File: config.mk
export PLATFORM = sky130hd
export DESIGN_NAME = tdm_demux
export DESIGN_NICKNAME = d
export VERILOG_FILES = /design/src/rtl/tdm_pkg.sv /design/src/rtl/tdm_demux_shift_in_reg.sv /design/src/rtl/tdm_demux.sv
export SDC_FILE = /design/constraint.sdc
export NUM_CORES = 1
export LEC_CHECK = 0
export CAP_MARGIN = 20
export CORE_MARGIN = 4
export CORE_UTILIZATION = 38
export DETAILED_ROUTE_END_ITERATION = 16
export REMOVE_ABC_BUFFERS = 1
export SLEW_MARGIN = 25
export SYNTH_ARGS = -nofsm -noshare
export SYNTH_HDL_FRONTEND = slang
export SYNTH_HIERARCHICAL = 1
export SYNTH_SLANG_ARGS = --single-unit
File: constraint.sdc
create_clock -name clk -period 1.6 [get_ports clk]
set_input_delay 0.4 -clock clk [delete_from_list [all_inputs] [get_ports clk]]
set_output_delay 0.4 -clock clk [all_outputs]
set_load 0.02 [all_outputs]
File: src/rtl/tdm_pkg.sv
// tdm_pkg: shared state encoding and sizing helper for the TDM demux
package tdm_pkg;
  typedef enum logic [1:0] {
    ST_IDLE = 2'd0,
    ST_RX_0 = 2'd1,
    ST_RX_1 = 2'd2
  } state_t;
  function automatic int cnt_w(input int width);
    return (width > 2) ? $clog2(width) : 1;
  endfunction
endpackage

File: src/rtl/tdm_demux_shift_in_reg.sv
// shift_in_reg: serial-in/parallel-out register, MSB-first; clr restarts it with the current bit
module shift_in_reg #(
  parameter int WIDTH = 8
) (
  input  logic             clk,
  input  logic             reset,
  input  logic             shift_en,
  input  logic             clr,
  input  logic             sin,
  output logic [WIDTH-1:0] q
);
  always_ff @(posedge clk)
    if (reset) q <= '0;
    else q <= clr ? {{(WIDTH-1){1'b0}}, sin & shift_en} : shift_en ? {q[WIDTH-2:0], sin} : q;
endmodule

File: src/rtl/tdm_demux.sv
// tdm_demux: rebuilds two WIDTH-bit words from a bit-interleaved 2:1 serial stream
module tdm_demux
  import tdm_pkg::*;
#(
  parameter int WIDTH = 8
) (
  input  logic             clk,
  input  logic             reset,
  input  logic             din,
  input  logic             din_valid,
  input  logic             frame,
  output logic [WIDTH-1:0] dout_0,
  output logic [WIDTH-1:0] dout_1,
  output logic             dout_valid,
  output logic             sel,
  output logic             sync_err
);
  localparam int CW = cnt_w(WIDTH);
  localparam logic [CW-1:0] LAST = CW'(WIDTH - 1);
  state_t state;
  logic [CW-1:0] cnt;
  logic [WIDTH-1:0] q0, q1;
  logic start;
  assign start = din_valid & frame;
  shift_in_reg #(.WIDTH(WIDTH)) u_ch0 (
    .clk(clk), .reset(reset),
    .shift_en(din_valid & (frame | state == ST_RX_0)),
    .clr(start), .sin(din), .q(q0)
  );
  shift_in_reg #(.WIDTH(WIDTH)) u_ch1 (
    .clk(clk), .reset(reset),
    .shift_en(din_valid & ~frame & state == ST_RX_1),
    .clr(start), .sin(din), .q(q1)
  );
  // ch1's final bit is still on din at completion, so it is spliced in directly
  always_ff @(posedge clk)
    if (reset) begin
      state      <= ST_IDLE;
      cnt        <= '0;
      dout_0     <= '0;
      dout_1     <= '0;
      dout_valid <= 1'b0;
      sync_err   <= 1'b0;
      sel        <= 1'b0;
    end else begin
      dout_valid <= 1'b0;
      sync_err   <= 1'b0;
      if (start) begin
        sync_err <= state != ST_IDLE;
        cnt      <= '0;
        state    <= ST_RX_1;
        sel      <= 1'b1;
      end else if (din_valid && state == ST_RX_0) begin
        state <= ST_RX_1;
        sel   <= 1'b1;
      end else if (din_valid && state == ST_RX_1) begin
        sel <= 1'b0;
        if (cnt == LAST) begin
          dout_0     <= q0;
          dout_1     <= {q1[WIDTH-2:0], din};
          dout_valid <= 1'b1;
          state      <= ST_IDLE;
        end else begin
          cnt   <= cnt + 1'b1;
          state <= ST_RX_0;
        end
      end
    end
endmodule
==> results.json, run 1 <==
{
  "comb_power_share": 0.069,
  "clk_pin_slew_ns": 0.07,
  "cts_made_buffers": 5,
  "clock_path_buffers": 2,
  "crit_path_start_kind": "primary input",
  "drt_wl_total_mm": 3.11,
  "area_growth_pct": 25.0,
  "io_pins": 24,
  "pwr_density_cell_nw_per_um2": 893,
  "drcViolationCount": 0,
  "dp_hpwl_mm": 2.21,
  "dieArea_um2": 5440,
  "grt_first_pass_wirelength_mm": 5.53,
  "ctsResizeCount": 19,
  "start_util": 0.402,
  "place_congestion": 0.785,
  "power_frac_seq": 0.524,
  "clockPowerShare": 0.406,
  "first_global_vias": 1236,
  "hold_ws_ns": 0.470,
  "cp.arrival_ns": 1.72,
  "syn_area_per_cell_um2": 10.3,
  "max-cap-violations": 0,
  "insertion_delay_ns": 0.28,
  "place_inst": 232,
  "nets": 197,
  "ir_drop_mv": 0.463,
  "diodes": 0,
  "num_rows": 23,
  "end_kind": "flip-flop",
  "dieWidth_um": 73.7,
  "grt_antenna_before_repair": 0,
  "routedWlPerCell_um": 12.9,
  "fmax_ghz": 0.664,
  "fillers": 395,
  "via_per_inst": 4.99,
  "synth_cells": 159,
  "synth_area_um2": 1640,
  "p_leak_nw": 0.842,
  "hold_viol_final": 0,
  "power.internal_mw": 1.46,
  "worst_pin_slew_ns": 0.249,
  "final_common_cell": "dfxtp_1",
  "final_cell_count_no_fill": 240,
  "hold_buffers": 0,
  "rsz0062_at_grt": "false",
  "p_sw_mw": 0.376,
  "grt_remaining_overflow": 0,
  "drt_iter0_drc": 86,
  "vias": 1197,
  "place_ws_ns": -0.210,
  "io_buffers": 23,
  "grtUsageTotal": 0.130,
  "switching_share": 0.205,
  "fp.coreArea_um2": 4090,
  "final_cell_mix": "dfxtp_1 (38), nor2_1 (19), dlygate4sd2_1 (19)",
  "crit_required_ns": 1.82,
  "cts-root-buf": "clkbuf_8",
  "fin_ws_ns": 0.0951,
  "die_h_um": 73.7,
  "status": "finished clean",
  "grt_max_degree": 30,
  "drv_slew": 0,
  "fin_crit_sh": 0.941,
  "cts_tree": "built",
  "finalCriticalPeriod_ns": 1.50,
  "drive_gt1_frac": 0.189,
  "setup_viol": 0,
  "crit_fanout": 6,
  "cts_sinks": 38,
  "cts_setup_buffers": 0,
  "ys_warn_count": 6,
  "worstHoldPathType": "flip-flop to flip-flop",
  "fin_skew_ns": 0.00294,
  "postRouteAntennaNets": 0,
  "first_pass_iters": 4,
  "slew_headroom": 0.834,
  "cts.htree.levels": 2,
  "criticalPathCategory": "primary input to flip-flop"
}
final timing paths:
path / start / to / slack [ns] / depth (start not counted)
setup / recovery: din_valid / u_ch1/q[3] / 0.1 / 6
hold reg to reg: dout_0[3] / dout_0[3] / 0.47 / 2
setup reg to reg: cnt[0] / cnt[2] / 0.16 / 5
hold / removal: dout_0[3] / dout_0[3] / 0.47 / 2
flip-flops by register name (all words and copies together), names as in the netlist, 3 cells and up:
name and count:
cnt 3, u_ch1/q 7, dout_1 8, dout_0 8
u_ch0/q 8
metal layers:
| metal | GRT usage | up-vias | share of wire |
|---|---|---|---|
| met4 | 0.0584 | 0 | 0.018 |
| met5 | 0 | - | 0 |
| met3 | 0.0369 | 6 | 0.046 |
| met1 | 0.155 | 553 | 0.45 |
| met2 | 0.217 | 25 | 0.48 |
| li1 | - | 613 | - |
metrics by stage:
step	area (um^2)	setup TNS, ns	power [mW]	util
floorplan	1550	-3.70	1.04	-
global placement	1970	-3.44	1.11	0.481
detailed placement	1970	-5.01	1.11	0.481
CTS	2050	0	1.86	0.502
global route	2050	0	1.92	0.502
finish	2050	0	1.83	0.502
layout make-up:
type | count | area, um^2 | share of cell area
repair buffers | 36 | 329 | 0.160
multi-input cells | 105 | 778 | 0.379
inverters | 3 | 11.3 | 0.00549
flip-flops and latches | 38 | 761 | 0.371
clock buffers | 8 | 110 | 0.0537
well taps | 50 | 62.6 | 0.0305
power groups by stage:
stage	logic, mW	registers (mW)	clock network (mW)
finish	0.127	0.961	0.745
global route	0.139	0.962	0.824
CTS	0.128	0.960	0.775
detailed placement	0.129	0.983	0
global placement	0.127	0.982	0
floorplan	0.0581	0.984	0
critical path, stage by stage:
cell and delay (ns):
clkdlybuf4s50_1 0.44, buf_4 0.16, and2_1 0.18, or2_1 0.26, buf_4 0.17, nor2_1 0.10
Power figures use the tool's default switching activity.
==> run 2, diff against run 1 <==
- CELL_PAD_IN_SITES_DETAIL_PLACEMENT: unset -> 0
- CELL_PAD_IN_SITES_GLOBAL_PLACEMENT: unset -> 1
- CORE_UTILIZATION: 38 -> 37
- PLACE_DENSITY_LB_ADDON: unset -> 0.1
==> run 2 against run 1 <==
Net effect:
- clock skew barely moved
- first-iteration DRC count fell by 36%
- via count barely moved
- total power rose by 0.49%
- clock power rose by 0.7%
- count of clock-buffer cells in the layout did not move
- die area rose by 2.4%
- combinational power rose by 6%
- routed wire length rose by 2.3%
- sequential share of layout area fell by 0.34 points
- fmax rose by 0.22%
- critical endpoint is now u_ch0/q[6]
- largest power group unchanged
==> results.json, run 2 (synthesis results as in run 1) <==
{
  "status": "finished clean",
  "diodes": 0,
  "first_pass_iters": 4,
  "max-cap-violations": 0,
  "criticalPathCategory": "primary input to flip-flop",
  "dp_hpwl_mm": 2.21,
  "place_inst": 234,
  "final_area_um2": 2070,
  "cpMostUsedCell": "buf_4",
  "die_h_um": 74.6,
  "via_per_inst": 4.95,
  "cts_sinks": 38,
  "drt_iter0_drc": 55,
  "crit_path_start_kind": "primary input",
  "start_util": 0.396,
  "io_buffers": 23,
  "fin_skew_ns": 0.00296,
  "grt_max_degree": 26,
  "final_cell_count_no_fill": 242,
  "clk_pin_slew_ns": 0.07,
  "slew_headroom": 0.825,
  "drive_gt1_frac": 0.198,
  "area_growth_pct": 26.1,
  "crit_required_ns": 1.82,
  "crit_fanout": 6,
  "fillers": 424,
  "cts_made_buffers": 5,
  "multi_input_area_um2": 778,
  "pwr_density_cell_nw_per_um2": 889,
  "reg_top3": "dout_0 (8), dout_1 (8), u_ch0/q (8)",
  "rsz0062_at_grt": "false",
  "cts-root-buf": "clkbuf_8",
  "grt_antenna_before_repair": 0,
  "worst_pin_slew_ns": 0.263,
  "drv_slew": 0,
  "dieArea_um2": 5570,
  "grt_remaining_overflow": 0,
  "fin_crit_sh": 0.939,
  "io_pins": 24,
  "finalCriticalPeriod_ns": 1.50,
  "drt_wl_total_mm": 3.18,
  "place_congestion": 0.816,
  "setup_viol": 0,
  "vias": 1198,
  "reg2reg_depth": 5,
  "postRouteAntennaNets": 0,
  "ir_drop_mv": 0.324,
  "hold_end": "dout_0[6]",
  "first_global_vias": 1178,
  "critPathTopFamily": "buffers and inverters",
  "cp.arrival_ns": 1.72,
  "cp_slowest_stage_delay_ns": 0.44,
  "routedWlPerCell_um": 13.1,
  "cts_tree": "built",
  "rrSetupSlack_ns": 0.19,
  "num_rows": 23,
  "path_cells": "clkdlybuf4s50_1 > buf_4 > and2_1 > or2_1 > buf_4 > nor2_1",
  "cp.buffers_inverters": 3,
  "p_total_mw": 1.84,
  "reg2reg_to": "cnt[1]",
  "nets": 199,
  "slowest_stage": "clkdlybuf4s50_1",
  "cts.htree.levels": 2,
  "final_common_cell": "dfxtp_1",
  "drcViolationCount": 0,
  "dieWidth_um": 74.6,
  "p_leak_nw": 0.863,
  "hold_viol_final": 0,
  "fmax_ghz": 0.666,
  "clock_path_buffers": 2,
  "seq_area_um2": 761,
  "post_dp_cell_area_um2": 1980,
  "grtUsageTotal": 0.123,
  "insertion_delay_ns": 0.28,
  "cts_setup_buffers": 0,
  "final_cell_mix": "dfxtp_1 (38), nor2_1 (19), dlygate4sd2_1 (18)",
  "grt_first_pass_wirelength_mm": 5.29,
  "hold_start": "dout_0[6]",
  "worstHoldPathCells": 2,
  "end_kind": "flip-flop",
  "fp.coreArea_um2": 4140,
  "timing.rr.start": "cnt[0]",
  "worstHoldPathType": "flip-flop to flip-flop"
}
-- run 2: repair_timing --
item / in CTS / in global routing
resized for setup: 18 / 1
hold buffers: 0 / 0
setup endpoints to repair: 18 / 1
-- run 2: worst min-delay path, stage by stage (launching register included) --
cell	delay (ns)
dfxtp_1	0.31
nand2b_1	0.08
o21ai_2	0.05
-- run 2: where the power goes --
group          internal, mW  switching [mW]
logic                0.0732          0.0607
clock network         0.435           0.315
registers             0.953         0.00561
-- run 2: how the worst max path moves through the flow --
| stage | start | endpoint | slack (ns) | cells after the start |
|---|---|---|---|---|
| floorplan | sel | dout_0[1] | -0.24 | 3 |
| global placement | din_valid | u_ch0/q[7] | -0.15 | 6 |
| detailed placement | din_valid | u_ch0/q[6] | -0.19 | 6 |
| CTS | sync_err | sync_err | 0.001 | 1 |
| global route | din_valid | u_ch0/q[4] | 0.03 | 6 |
| finish | din_valid | u_ch0/q[6] | 0.1 | 6 |
-- run 2: per-stage QoR --
step | TNS, ns | utilization | hold WS (ns) | setup slack, ns
after floorplan | -3.70 | - | 0.461 | -0.239
after global placement | -3.99 | 0.478 | 0.460 | -0.151
after detailed placement | -5.02 | 0.478 | 0.462 | -0.193
after CTS | 0 | 0.499 | 0.473 | 0.000961
after global routing | 0 | 0.500 | 0.490 | 0.0312
final | 0 | 0.500 | 0.469 | 0.0983
-- run 2: cell type report --
type	count	share of cell area
flip-flops and latches	38	0.367
repair buffers	38	0.168
clock buffers	8	0.0532
multi-input cells	105	0.376
well taps	50	0.0302
inverters	3	0.00544
-- run 2: metal layers --
layer  global-route usage  wire, um  up-vias
met5                    0         0        -
met4               0.0534        20        0
met1                0.152      1590      566
met3               0.0294        85        2
met2                0.205      1480       16
li1                     -         -      614
==> run 3, diff against run 2 <==
- PLACE_DENSITY_LB_ADDON: 0.1 -> 0.12
==> run 3 against run 2 <==
Net effect:
- via count increased by 0.50%
- global-route usage increased by 0.63 points
- total power decreased by 4.7%
- final cell count decreased by 0.41%
- critical path depth decreased by 1
- clock power decreased by 11%
- flip-flop and latch count unchanged
- critical endpoint is now u_ch1/q[5]
- largest cell class unchanged
==> results.json, run 3 (synthesis results as in run 1) <==
{
  "status": "finished clean",
  "cts_tree": "built",
  "path_cells": "clkdlybuf4s50_1 > and4bb_1 > buf_4 > mux2i_1 > nor2_1",
  "dieWidth_um": 74.6,
  "reg_top3": "dout_0 (8), dout_1 (8), u_ch0/q (8)",
  "postRouteAntennaNets": 0,
  "slew_headroom": 0.764,
  "hold_buffers": 0,
  "cts_sinks": 38,
  "final_common_cell": "dfxtp_1",
  "crit_fanout": 16,
  "drv_slew": 0,
  "dp_hpwl_mm": 2.28,
  "fin_crit_sh": 0.931,
  "crit_required_ns": 1.79,
  "area_growth_pct": 23.6,
  "switching_share": 0.220,
  "worstHoldPathCells": 2,
  "multi_input_area_um2": 778,
  "drt_wl_total_mm": 3.23,
  "rsz0062_at_grt": "false",
  "rrSetupSlack_ns": 0.16,
  "vias": 1204,
  "p_total_mw": 1.75,
  "first_global_vias": 1157,
  "ir_drop_mv": 0.464,
  "grt_max_degree": 22,
  "grt_remaining_overflow": 0,
  "grt_antenna_before_repair": 0,
  "io_buffers": 23,
  "clk_pin_slew_ns": 0.07,
  "finalCriticalPeriod_ns": 1.49,
  "routedWlPerCell_um": 13.4,
  "clock_path_buffers": 2,
  "power.internal_mw": 1.37,
  "num_rows": 23,
  "nets": 198,
  "cts_made_buffers": 5,
  "timing.rr.start": "cnt[0]",
  "crit_path_start_kind": "primary input",
  "comb_power_share": 0.071,
  "pwr_density_cell_nw_per_um2": 865,
  "p_leak_nw": 0.833,
  "drt_iter0_drc": 66,
  "p_sw_mw": 0.387,
  "start_util": 0.396,
  "seq_area_um2": 761,
  "place_congestion": 0.832,
  "setup_viol": 0,
  "dr_wl_met2_mm": 1.51,
  "die_h_um": 74.6,
  "clockPowerShare": 0.381,
  "hold_start": "dout_0[3]",
  "grtUsageTotal": 0.130,
  "hold_end": "dout_0[3]",
  "fmax_ghz": 0.672,
  "top_layer": "met4",
  "fillers": 396,
  "worst_pin_slew_ns": 0.352,
  "hold_ws_ns": 0.469,
  "hold_viol_final": 0,
  "ctsResizeCount": 19,
  "diodes": 0,
  "cp.arrival_ns": 1.68,
  "power_frac_seq": 0.547,
  "worstHoldPathType": "flip-flop to flip-flop",
  "end_kind": "flip-flop",
  "cp_slowest_stage_delay_ns": 0.42,
  "fin_skew_ns": 0.00586,
  "first_pass_iters": 4,
  "fp.coreArea_um2": 4140,
  "slowest_stage": "clkdlybuf4s50_1",
  "cts-root-buf": "clkbuf_8",
  "wl_met3_um": 136,
  "drt-met1-wl_mm": 1.53,
  "dieArea_um2": 5570,
  "cts.htree.levels": 2,
  "drive_gt1_frac": 0.188,
  "reg2reg_depth": 5,
  "cts_setup_buffers": 0,
  "criticalPathCategory": "primary input to flip-flop",
  "io_pins": 24,
  "reg2reg_to": "cnt[1]",
  "drcViolationCount": 0,
  "via_per_inst": 5.00,
  "max-cap-violations": 0,
  "crit_path_start": "frame",
  "grt_first_pass_wirelength_mm": 5.45,
  "insertion_delay_ns": 0.29,
  "final_cell_mix": "dfxtp_1 (38), nor2_1 (19), dlygate4sd2_1 (19)"
}
run 3: changes by cell type in the layout (fill, tap and decap cells not counted):
cell,delta
buf_12,-1
clkbuf_1,+1
dlygate4sd2_1,+1
clkinv_2,+1
clkbuf_8,-2
dlymetal6s2s_1,-1
run 3: critical path, delay by kind of cell:
family        cells  cell delay (ns)
simple gates      2             0.37
mux               1             0.23
buf+inv           2             0.67
run 3: final cells by class:
cell class / count / area share
Inverter: 3 / 0.00555
Timing Repair Buffer: 37 / 0.160
Clock inverter: 1 / 0.00247
Clock buffer: 7 / 0.0426
Tap cell: 50 / 0.0308
Sequential cell: 38 / 0.375
Multi-Input combinational cell: 105 / 0.384
run 3: layer usage:
metal / track usage / up-vias
met4: 0.0534 / 0
met3: 0.0441 / 5
li1: - / 614
met5: 0 / -
met2: 0.200 / 22
met1: 0.166 / 563
run 3: power groups by stage:
stage	Sequential [mW]	Clock (mW)	Combinational, mW
detailed placement	0.982	0	0.128
finish	0.960	0.669	0.125
global placement	0.982	0	0.125
floorplan	0.984	0	0.0581
global route	0.961	0.739	0.137
CTS	0.960	0.703	0.127
run 3: worst max-delay path by stage:
stage | end | slack (ns)
3_5_place_dp | u_ch1/q[5] | -0.22
6_report | u_ch1/q[5] | 0.11
4_1_cts | u_ch1/q[5] | 0.11
2_1_floorplan | dout_0[1] | -0.24
3_3_place_gp | u_ch1/q[1] | -0.16
5_1_grt | u_ch1/q[5] | 0.008
run 3: metrics by stage:
stage          cells   util  instance area [um^2]  setup TNS, ns  worst slack (ns)
2_1_floorplan    146      -                  1550          -3.70            -0.239
3_3_place_gp     233  0.473                  1960          -4.08            -0.156
3_5_place_dp     233  0.473                  1960          -4.86            -0.216
4_1_cts          241  0.489                  2030              0             0.106
5_1_grt          241  0.489                  2030              0           0.00793
6_report         241  0.489                  2030              0             0.111
